File: src/rtl/conv_out_collector.sv
// Output stage of the CONV block: FWFT result FIFO toward a ready/valid consumer,
// plus per-frame sum/max statistics with a one-cycle frame_done pulse.
module conv_out_collector #(
  parameter int DATA_W    = 8,
  parameter int DEPTH     = 8,
  parameter int FRAME_LEN = 8,
  parameter int SUM_W     = DATA_W + $clog2(FRAME_LEN)
) (
  input  logic              clk,
  input  logic              rst,
  input  logic              in_valid,
  input  logic [DATA_W-1:0] in_data,
  input  logic              out_ready,
  output logic              out_valid,
  output logic [DATA_W-1:0] out_data,
  output logic              out_last,
  output logic              frame_done,
  output logic [SUM_W-1:0]  frame_sum,
  output logic [DATA_W-1:0] frame_max,
  output logic              overflow
);

  localparam int AW    = $clog2(DEPTH);
  localparam int CNT_W = (FRAME_LEN > 2) ? $clog2(FRAME_LEN) : 1;
  localparam logic [AW:0]      PTR_ONE  = (AW+1)'(1);
  localparam logic [CNT_W-1:0] CNT_ONE  = CNT_W'(1);
  localparam logic [CNT_W-1:0] CNT_LAST = CNT_W'(FRAME_LEN - 1);

  typedef enum logic [1:0] {IDLE, ACC, DONE} state_t;

  function automatic logic [DATA_W-1:0] max_u(input logic [DATA_W-1:0] a,
                                              input logic [DATA_W-1:0] b);
    return (a > b) ? a : b;
  endfunction

  logic [DATA_W:0] mem [DEPTH];
  logic [AW:0]     wr_ptr, rd_ptr;
  logic            empty, full, push, pop, last_tag;

  state_t            state, state_nxt;
  logic [CNT_W-1:0]  cnt, cnt_nxt;
  logic [SUM_W-1:0]  acc_sum, sum_nxt, fsum_nxt, samp_sum;
  logic [DATA_W-1:0] acc_max, max_nxt, fmax_nxt, samp_max;

  // FIFO status: the extra wrap bit separates full from empty on equal indices
  assign empty    = (wr_ptr == rd_ptr);
  assign full     = (wr_ptr[AW] != rd_ptr[AW]) && (wr_ptr[AW-1:0] == rd_ptr[AW-1:0]);
  assign pop      = !empty && out_ready;
  assign push     = in_valid && (!full || pop);
  assign last_tag = (state == ACC) && (cnt == CNT_LAST);

  assign out_valid = !empty;
  assign out_data  = empty ? '0 : mem[rd_ptr[AW-1:0]][DATA_W-1:0];
  assign out_last  = empty ? 1'b0 : mem[rd_ptr[AW-1:0]][DATA_W];

  always_ff @(posedge clk) begin
    if (push) mem[wr_ptr[AW-1:0]] <= {last_tag, in_data};
  end

  always_ff @(posedge clk) begin
    if (rst) begin
      wr_ptr   <= '0;
      rd_ptr   <= '0;
      overflow <= 1'b0;
    end else begin
      if (push) wr_ptr <= wr_ptr + PTR_ONE;
      if (pop)  rd_ptr <= rd_ptr + PTR_ONE;
      if (in_valid && !push) overflow <= 1'b1;
    end
  end

  // Frame statistics FSM; dropped samples still count so frames stay aligned
  always_ff @(posedge clk) begin
    if (rst) begin
      state     <= IDLE;
      cnt       <= '0;
      acc_sum   <= '0;
      acc_max   <= '0;
      frame_sum <= '0;
      frame_max <= '0;
    end else begin
      state     <= state_nxt;
      cnt       <= cnt_nxt;
      acc_sum   <= sum_nxt;
      acc_max   <= max_nxt;
      frame_sum <= fsum_nxt;
      frame_max <= fmax_nxt;
    end
  end

  assign samp_sum = acc_sum + SUM_W'(in_data);
  assign samp_max = max_u(acc_max, in_data);

  always_comb begin
    state_nxt = state;
    cnt_nxt   = cnt;
    sum_nxt   = acc_sum;
    max_nxt   = acc_max;
    fsum_nxt  = frame_sum;
    fmax_nxt  = frame_max;
    case (state)
      IDLE, DONE: begin
        if (in_valid) begin
          sum_nxt   = SUM_W'(in_data);
          max_nxt   = in_data;
          cnt_nxt   = CNT_ONE;
          state_nxt = ACC;
        end else begin
          cnt_nxt   = '0;
          state_nxt = IDLE;
        end
      end
      ACC: begin
        if (in_valid) begin
          if (cnt == CNT_LAST) begin
            fsum_nxt  = samp_sum;
            fmax_nxt  = samp_max;
            cnt_nxt   = '0;
            state_nxt = DONE;
          end else begin
            sum_nxt = samp_sum;
            max_nxt = samp_max;
            cnt_nxt = cnt + CNT_ONE;
          end
        end
      end
      default: state_nxt = IDLE;
    endcase
  end

  assign frame_done = (state == DONE);

endmodule

File: config.mk
export PLATFORM = sky130hd
export DESIGN_NAME = conv_out_collector
export DESIGN_NICKNAME = d
export VERILOG_FILES = /design/src/rtl/conv_out_collector.sv
export SDC_FILE = /design/constraint.sdc
export NUM_CORES = 1
export LEC_CHECK = 0
export CAP_MARGIN = 20
export CORE_MARGIN = 5
export CORE_UTILIZATION = 50
export CTS_CLUSTER_DIAMETER = 80
export DETAILED_ROUTE_END_ITERATION = 8
export PLACE_DENSITY = 0.7
export SYNTH_ARGS = -nofsm -noshare
export SYNTH_HDL_FRONTEND = slang
export SYNTH_SLANG_ARGS = --single-unit
File: constraint.sdc
create_clock -name clk -period 3.6 [get_ports clk]
set_input_delay 0.72 -clock clk [delete_from_list [all_inputs] [get_ports clk]]
set_output_delay 0.72 -clock clk [all_outputs]
set_load 0.01 [all_outputs]
## Yosys cells after proc, flatten, opt, wreduce, memory -nomap -nowiden

Memory sizes are Yosys's and may differ from the RTL's. A register that Yosys moved wholly into a read port is not among the register bits.
Index checks and enable logic that the tools add are counted.

- Register bits after elaboration: 52
- Memory bits (writable): 72
- Bits of input ports: 12
- Word-level logic and storage cells: 64
- Memories: 1
- Output and inout port bits: 31

- Equal/unequal tests: 10
- Reduce and logical (&&, ||, !) cells: 16
- Mux-type cells: 23
- Order comparisons: 1
- Add/sub/neg operators: 4

Memory list:

| name | depth | width | rd ports | clocked after Yosys merged registers in | wr ports | line | RTL |
|---|---|---|---|---|---|---|---|
| mem | 8 | 9 | 1 | 1 | 1 | 36 | `logic [DATA_W:0] mem [DEPTH];` |

Operator list:

| cell | count |
|---|---|
| 8-bit two-way mux | 5 |
| 11-bit two-way mux | 3 |
| 11-bit case mux with 2 select lines | 1 |
| 8-bit case mux with 2 select lines | 1 |
| 3-bit two-way mux | 4 |
| 11-bit by 8-bit adder with 11-bit output | 1 |
| 4-bit by 1-bit adder with 4-bit output (second input constant) | 2 |
| 8-bit greater-than comparator | 1 |
| 2-bit inequality test (second input constant) | 3 |
| 3-bit case mux with 2 select lines | 1 |
| 1-bit logical AND | 5 |
| 1-bit two-way mux | 5 |
| 4-bit equality test | 1 |
| 2-bit two-way mux | 2 |
| 2-bit case mux with 2 select lines | 1 |
| 2-bit AND reduction | 2 |
| 4-bit AND reduction | 1 |
| 3-bit by 1-bit adder with 3-bit output (second input constant) | 1 |
| 3-bit equality test | 1 |
| 3-bit equality test (second input constant) | 1 |
| 1-bit logical NOT | 3 |
| 3-bit AND reduction | 1 |
| 2-bit by 1-bit equality test with 1-bit output (second input constant) | 1 |
| 2-bit equality test (second input constant) | 1 |
| 6 further kinds | 6 |

## Longest topological paths before layout

Gate-level depths: netlist of run 1.

- Word-level depth: 7
- Mapped depth: 9
- Gate-level depth less buffers: 8

## Least setup slack after synthesis of run 1

No wires, ideal clock.

- Path type: input port to flip-flop
- Start point: input out_ready
- End point: memory mem[0][0] (netlist bit) (enable)
- Stages: 4
- Path slack: 1184 ps
- Buffers on the path: 1
- Data required time: 3201 ps
- Setup time: 399 ps
- Data arrival time: 2017 ps
- Cell sequence: nor2_1 > a21bo_1 > buf_6 > nor4_1

- Word-level cells in the longest chain between the ends: 5

RTL lines:

| what | line | RTL |
|---|---|---|
| start: declaration | 13 | `input logic out_ready,` |
| 1-bit logical AND | 48 | `assign pop = !empty && out_ready;` |
| 1-bit logical OR | 49 | `assign push = in_valid && (!full \|\| pop);` |
| 1-bit logical AND | 49 |  |
| 1-bit two-way mux | 57 | `if (push) mem[wr_ptr[AW-1:0]] <= {last_tag, in_data};` |
| 1-bit two-way mux (implied by the code) | 57 |  |
| end: declaration | 36 |  |

Every way passes these cells.

==> flow_metrics.py, run 1 <==
metrics = {
    "worst_setup_path": {
        "slowest_stage": "mux4_2",
        "cp_top_family": "buffers and inverters",
        "critical_path_class": "register to output port",
        "worst-path-buf-inv": 2,
        "cp_max_fo": 18,
        "worst_setup_path_end_kind": "output port",
        "max_stage_delay_ns": 0.55,
        "crit_arrival_ns": 2.35,
        "r2r_start": "state[0]",
        "cp-start-kind": "register",
        "crit_chain": "buf_4 > mux4_2 > mux2i_1 > nor2_1 > clkdlybuf4s50_1",
        "critPathRequiredTime_ns": 2.88,
    },
    "clock_network": {
        "htree_levels": 4,
        "root_buffer": "clkbuf_16",
        "cts_resized": 0,
        "path_clk_slew_ns": 0.05,
        "cts_tree": "done",
        "cts_buffers": 17,
        "post_cts_buffers": 0,
        "clock-sinks": 127,
        "postCtsHoldBufs": 0,
        "worstSkewPairLatency_ns": 0.42,
        "clk_path_buf_depth": 2,
    },
    "route": {
        "drcViolationCount": 0,
        "first_pass_iters": 5,
        "wl_met1_um": 5869,
        "met3_length_um": 807,
        "drt.antenna.violating_nets": 0,
        "drt_iter0_drc": 301,
        "routedWlPerCell_um": 18.69,
        "vias": 4086,
        "wl_met2_um": 6113,
        "postRouteWirelength_um": 13010,
        "viasPerCell": 5.871,
        "top_layer_used": "met4",
    },
    "die": {
        "start_util_pct": 51.19,
        "num_rows": 39,
        "die-area_sq_mm": 0.01401,
        "die_y_um": 118.4,
        "ioPinCount": 43,
        "fp.dieW_um": 118.4,
        "fp.coreArea_sq_mm": 0.01147,
    },
    "final_layout": {
        "area_growth_pct": 20.61,
        "diodes": 0,
        "nets": 573,
        "layout_common_cells": "edfxtp_1, dfxtp_1, nor2_1",
        "fin_util_pct": 61.75,
        "layout_commonest_cell": "edfxtp_1",
        "multi_input_area_sq_mm": 0.002362,
        "drive_gt1_share_pct": 14.29,
        "nFillCells": 887,
        "final-seq-area_sq_mm": 0.003263,
        "finalInstanceArea_sq_mm": 0.007081,
    },
    "synth": {
        "syn-num-nets": 518,
        "synth_top_family_by_area": "compound AO/OA/AOI/OAI gates",
        "muxShareOfSynthArea_pct": 9.633,
        "ys.flop_type": "edfxtp_1",
        "ys_warn_count": 0,
        "synth_area_sq_mm": 0.005871,
        "synth_edf_count": 72,
        "ys_ff_latch": 127,
        "synthArstFlopShare_pct": 0,
        "ys_types": 61,
        "avgSynthCellArea_sq_um": 12.10,
        "synth-compound-area-share_pct": 12.60,
        "synth_xor_area_share_pct": 1.939,
        "synth_fa_ha_area_share_pct": 4.604,
        "seq_area_frac_synth_pct": 55.58,
        "synthSimpleGateAreaFrac_pct": 11.47,
        "synth_cells": 485,
    },
    "power_and_ir_drop": {
        "leakage_nw": 2.497,
        "p_sw_mw": 0.9469,
        "seqPwrFrac_pct": 40.0,
        "ir_drop_v": 0.0003943,
        "p_per_area_mw_per_mm2": 568.8,
        "total_power_mw": 4.028,
        "p_int_mw": 3.081,
        "p_comb_share_pct": 14.9,
        "clockPowerShare_pct": 45.1,
        "swShare_pct": 23.51,
    },
    "grt": {
        "grt_pass1_wl_um": 20980,
        "grt_max_degree": 30,
        "antenna_found_initial": 0,
        "first_global_vias": 3995,
        "grt_overflow": 0,
        "grt_usage_pct": 19.12,
    },
    "timing": {
        "finalSetupViolCount": 0,
        "tns_ns": 0,
        "relSlewSlack_pct": 60.33,
        "min_period_over_period_pct": 85.38,
        "finalMaxSlewViolations": 0,
        "fin_skew_ns": 0.01200,
        "rsz0062_at_grt": "no",
        "fmax_mhz": 325.4,
        "hold_viol_final": 0,
        "period_needed_ns": 3.074,
        "tightestPinTransition_ns": 0.5943,
    },
    "placement": {
        "dpl_cell_area_sq_mm": 0.006454,
        "gp_congestion": 0.9009,
        "io_buffers": 42,
        "place_hpwl_um": 8885,
    },
    "outcome": {
        "status": "complete, no violations",
    },
    "hold_path": {
        "hp-class": "register to register",
        "hp-start": "frame_sum[2]",
    },
    "run": {
        "drv_cap": 0,
    },
}
synthesized netlist by cell type, drive strengths merged, types with 13 or more instances:
| cell type | count | area share (%) |
|---|---|---|
| nand2 | 31 | 2.0 |
| a21oi | 22 | 1.9 |
| edfxtp | 72 | 37 |
| buf | 18 | 2.1 |
| dfxtp | 55 | 19 |
| mux4 | 18 | 6.9 |
| ha | 20 | 4.3 |
| o21ai | 23 | 2.0 |
| nand3 | 13 | 1.1 |
| inv | 17 | 1.1 |
| mux2i | 16 | 2.7 |
| nor2 | 51 | 3.3 |
registers in the layout, indices dropped and copies added, names as in the netlist, named ones only:
register and flops:
cnt 3, state 2, wr_ptr 4, acc_max 8, overflow 1, acc_sum 11, rd_ptr 4, mem 72
frame_max 8, frame_sum 11
worst paths after layout:
| path | end | slack (ns) | depth (start not counted) |
|---|---|---|---|
| worst max-delay path | out_data[6] | 0.53 | 5 |
| worst min-delay path | frame_sum[2] | 0.46 | 2 |
| worst max register to register | frame_max[2] | 0.97 | 5 |
| worst min register to register | frame_sum[2] | 0.46 | 2 |
final cells by class:
cell class	instances	area share (%)
inverter	17	0.9012
tap	143	2.527
clock buffer	19	6.114
timing repair buffer	64	8.270
sequential	127	46.09
multi-input combinational	313	33.36
clock inverter	13	2.739
per-layer routing:
metal  global-route usage, %  vias up
li1                        -     1949
met1                   25.13     1983
met2                   29.92      136
met3                   5.444       18
met4                   7.814        0
met5                       0        -
cells by family after synthesis:
logic type,Yosys count
and+or+nand+nor,138
DFF,127
AOI/OAI and AO/OA,107
buffers and inverters,45
muxes,34
adders and majority gates,21
xor gates and xnor gates,13
worst reg2reg max path, cell delays in order, from the launching register on:
cell       delay [ns]
dfxtp_1          0.54
and2b_1          0.44
and2_1           0.41
nand2_2          0.36
a2111oi_0        0.64
a211oi_1         0.10
power groups by stage:
stage | sequential, mW | clock (mW) | combinational, mW
2_1_floorplan | 1.63 | 0 | 0.419
3_3_place_gp | 1.64 | 0 | 0.595
3_5_place_dp | 1.64 | 0 | 0.604
4_1_cts | 1.61 | 1.84 | 0.607
5_1_grt | 1.62 | 1.92 | 0.655
6_report | 1.61 | 1.82 | 0.601
through the flow:
stage	std cells	hold WS (ns)	setup WS [ns]
after floorplan	485	0.4481	1.184
final	696	0.4584	0.5265
after global routing	696	0.4815	0.3934
after global placement	664	0.4460	0.5157
after CTS	696	0.4600	0.4736
after detailed placement	664	0.4495	0.3794
Power figures use the tool's default switching activity.
==> run 2, diff against run 1 <==
--- a/config.mk
+++ b/config.mk
@@ -10,6 +10,7 @@
 export CORE_UTILIZATION = 50
 export CTS_CLUSTER_DIAMETER = 80
 export DETAILED_ROUTE_END_ITERATION = 8
+export GPL_ROUTABILITY_DRIVEN = 0
 export PLACE_DENSITY = 0.7
 export SYNTH_ARGS = -nofsm -noshare
 export SYNTH_HDL_FRONTEND = slang
==> run 2 against run 1 <==
Sequential share of layout area grew 0.11 points. Sequential cell count stayed put. Die area unchanged. Total power down 2.3%. Clock skew fell by 0.0035 ns. Sequential power barely moved. Clock power is 5% lower. Combinational power up 0.7%. Utilization down 0.15 points.
==> flow_metrics.py, run 2 (synthesis gave the netlist of run 1 again) <==
metrics = {
    "outcome": {
        "status": "complete, no violations",
    },
    "power_and_ir_drop": {
        "seqPwrFrac_pct": 41.0,
        "p_per_area_mw_per_mm2": 557.1,
        "p_comb_share_pct": 15.4,
        "leakage_nw": 2.481,
        "p_int_mw": 2.951,
        "clockPowerShare_pct": 43.7,
        "swShare_pct": 25.00,
        "ir_drop_v": 0.0003908,
        "p_sw_mw": 0.9839,
    },
    "hold_path": {
        "hp-class": "register to register",
        "min_delay_path_depth": 2,
        "hp-start": "frame_sum[2]",
        "hold_end": "frame_sum[2]",
    },
    "timing": {
        "fmax_mhz": 324.6,
        "rsz0062_at_grt": "no",
        "finalSetupViolCount": 0,
        "tightestPinTransition_ns": 0.6456,
        "whs_ns": 0.4566,
        "tns_ns": 0,
        "fin_ws_ns": 0.5189,
        "hold_viol_final": 0,
        "finalMaxSlewViolations": 0,
        "fin_skew_ns": 0.008515,
        "period_needed_ns": 3.081,
        "relSlewSlack_pct": 56.90,
        "min_period_over_period_pct": 85.59,
    },
    "worst_setup_path": {
        "worst_setup_path_end_kind": "output port",
        "max_stage_delay_ns": 0.55,
        "worst-path-buf-inv": 2,
        "crit_chain": "buf_4 > mux4_2 > mux2i_1 > nor2_1 > clkdlybuf4s50_1",
        "crit_arrival_ns": 2.36,
        "cp_max_fo": 18,
        "rrSetupSlack_ns": 1.17,
        "critical_path_class": "register to output port",
        "cp_top_family": "buffers and inverters",
        "critPathRequiredTime_ns": 2.88,
        "r2r_cells": 5,
        "slowest_stage": "mux4_2",
        "r2r_end": "frame_max[4]",
        "cp-start-kind": "register",
        "r2r_start": "state[0]",
    },
    "placement": {
        "place_hpwl_um": 8928,
        "io_buffers": 42,
        "dp_cells": 666,
        "pre_cts_ws_ns": 0.4193,
    },
    "die": {
        "num_rows": 39,
        "start_util_pct": 51.19,
        "fp.dieW_um": 118.4,
        "ioPinCount": 43,
        "die_y_um": 118.4,
        "fp.coreArea_sq_mm": 0.01147,
        "die-area_sq_mm": 0.01401,
    },
    "final_layout": {
        "largest_reg_flops": 72,
        "layout_common_cells": "edfxtp_1, dfxtp_1, nor2_1",
        "diodes": 0,
        "area_growth_pct": 20.31,
        "layout_commonest_cell": "edfxtp_1",
        "final_cells": 698,
        "nets": 575,
        "drive_gt1_share_pct": 14.95,
    },
    "clock_network": {
        "root_buffer": "clkbuf_16",
        "htree_levels": 4,
        "clock-sinks": 127,
        "cts_tree": "done",
        "path_clk_slew_ns": 0.06,
        "cts_resized": 0,
        "post_cts_buffers": 0,
        "worstSkewPairLatency_ns": 0.42,
        "postCtsHoldBufs": 0,
        "cts_buffers": 17,
        "clk_path_buf_depth": 2,
    },
    "route": {
        "wl_met2_um": 6398,
        "viasPerCell": 5.870,
        "first_pass_iters": 5,
        "routedWlPerCell_um": 19.10,
        "drcViolationCount": 0,
        "drt_iter0_drc": 263,
        "postRouteWirelength_um": 13330,
        "wl_met1_um": 6032,
        "drt.antenna.violating_nets": 0,
        "vias": 4097,
        "top_layer_used": "met4",
        "met3_length_um": 695,
    },
    "run": {
        "drv_cap": 0,
    },
    "grt": {
        "grt_overflow": 0,
        "antenna_found_initial": 0,
        "grt_pass1_wl_um": 21430,
        "first_global_vias": 4130,
        "grt_max_degree": 30,
        "grt_usage_pct": 19.58,
    },
}
==> run 2: cell types whose count changed in the layout (fill, tap and decap cells not counted), sizes merged <==
| cell | before | now |
|---|---|---|
| clkinv | 8 | 5 |
| buf | 22 | 24 |
| clkbuf | 19 | 18 |
| inv | 17 | 20 |
| clkinvlp | 0 | 3 |
| bufinv | 5 | 3 |
==> run 2: per-stage QoR <==
stage | instance area (sq um) | utilization, % | total power [mW]
6_report | 7063 | 61.59 | 3.935
5_1_grt | 7063 | 61.59 | 4.090
4_1_cts | 7063 | 61.59 | 3.957
3_5_place_dp | 6469 | 56.41 | 2.247
3_3_place_gp | 6469 | 56.41 | 2.232
2_1_floorplan | 5871 | - | 2.046
==> run 2: worst max path at each step <==
stage                     startpoint            end  slack (ns)  cells past startpoint
after floorplan            out_ready      mem[0][0]        1.18                      4
after global placement    in_data[0]  frame_sum[10]        0.55                      9
after detailed placement  in_data[4]     acc_max[7]        0.42                      9
after CTS                   register    out_data[6]        0.46                      5
after global routing        register    out_data[4]        0.37                      5
final                       register    out_data[6]        0.52                      5
==> run 2: layer usage <==
metal	up-vias	global-route usage (%)
met3	24	5.110
li1	1955	-
met4	0	8.172
met5	-	0
met1	1997	25.31
met2	121	31.40
==> run 2: worst register-to-register path, cell delays in order (launching register included) <==
cell	delay [ns]
dfxtp_1	0.53
and2b_1	0.43
and2_1	0.43
nand2_2	0.24
a2111oi_0	0.56
a211oi_1	0.10
==> run 2: cell type report <==
class	instances	area (sq um)
clock buffers	18	429.2
well taps	143	178.9
flip-flops and latches	127	3263
fillers	892	4404
inverters	17	63.81
clock inverters	14	165.2
multi-input cells	313	2362
repair buffers	66	600.6
==> run 2: power by group through the flow <==
stage	combinational, mW	clock [mW]	sequential (mW)
2_1_floorplan	0.419	0	1.63
3_3_place_gp	0.594	0	1.64
3_5_place_dp	0.606	0	1.64
4_1_cts	0.611	1.74	1.61
5_1_grt	0.657	1.82	1.62
6_report	0.605	1.72	1.61
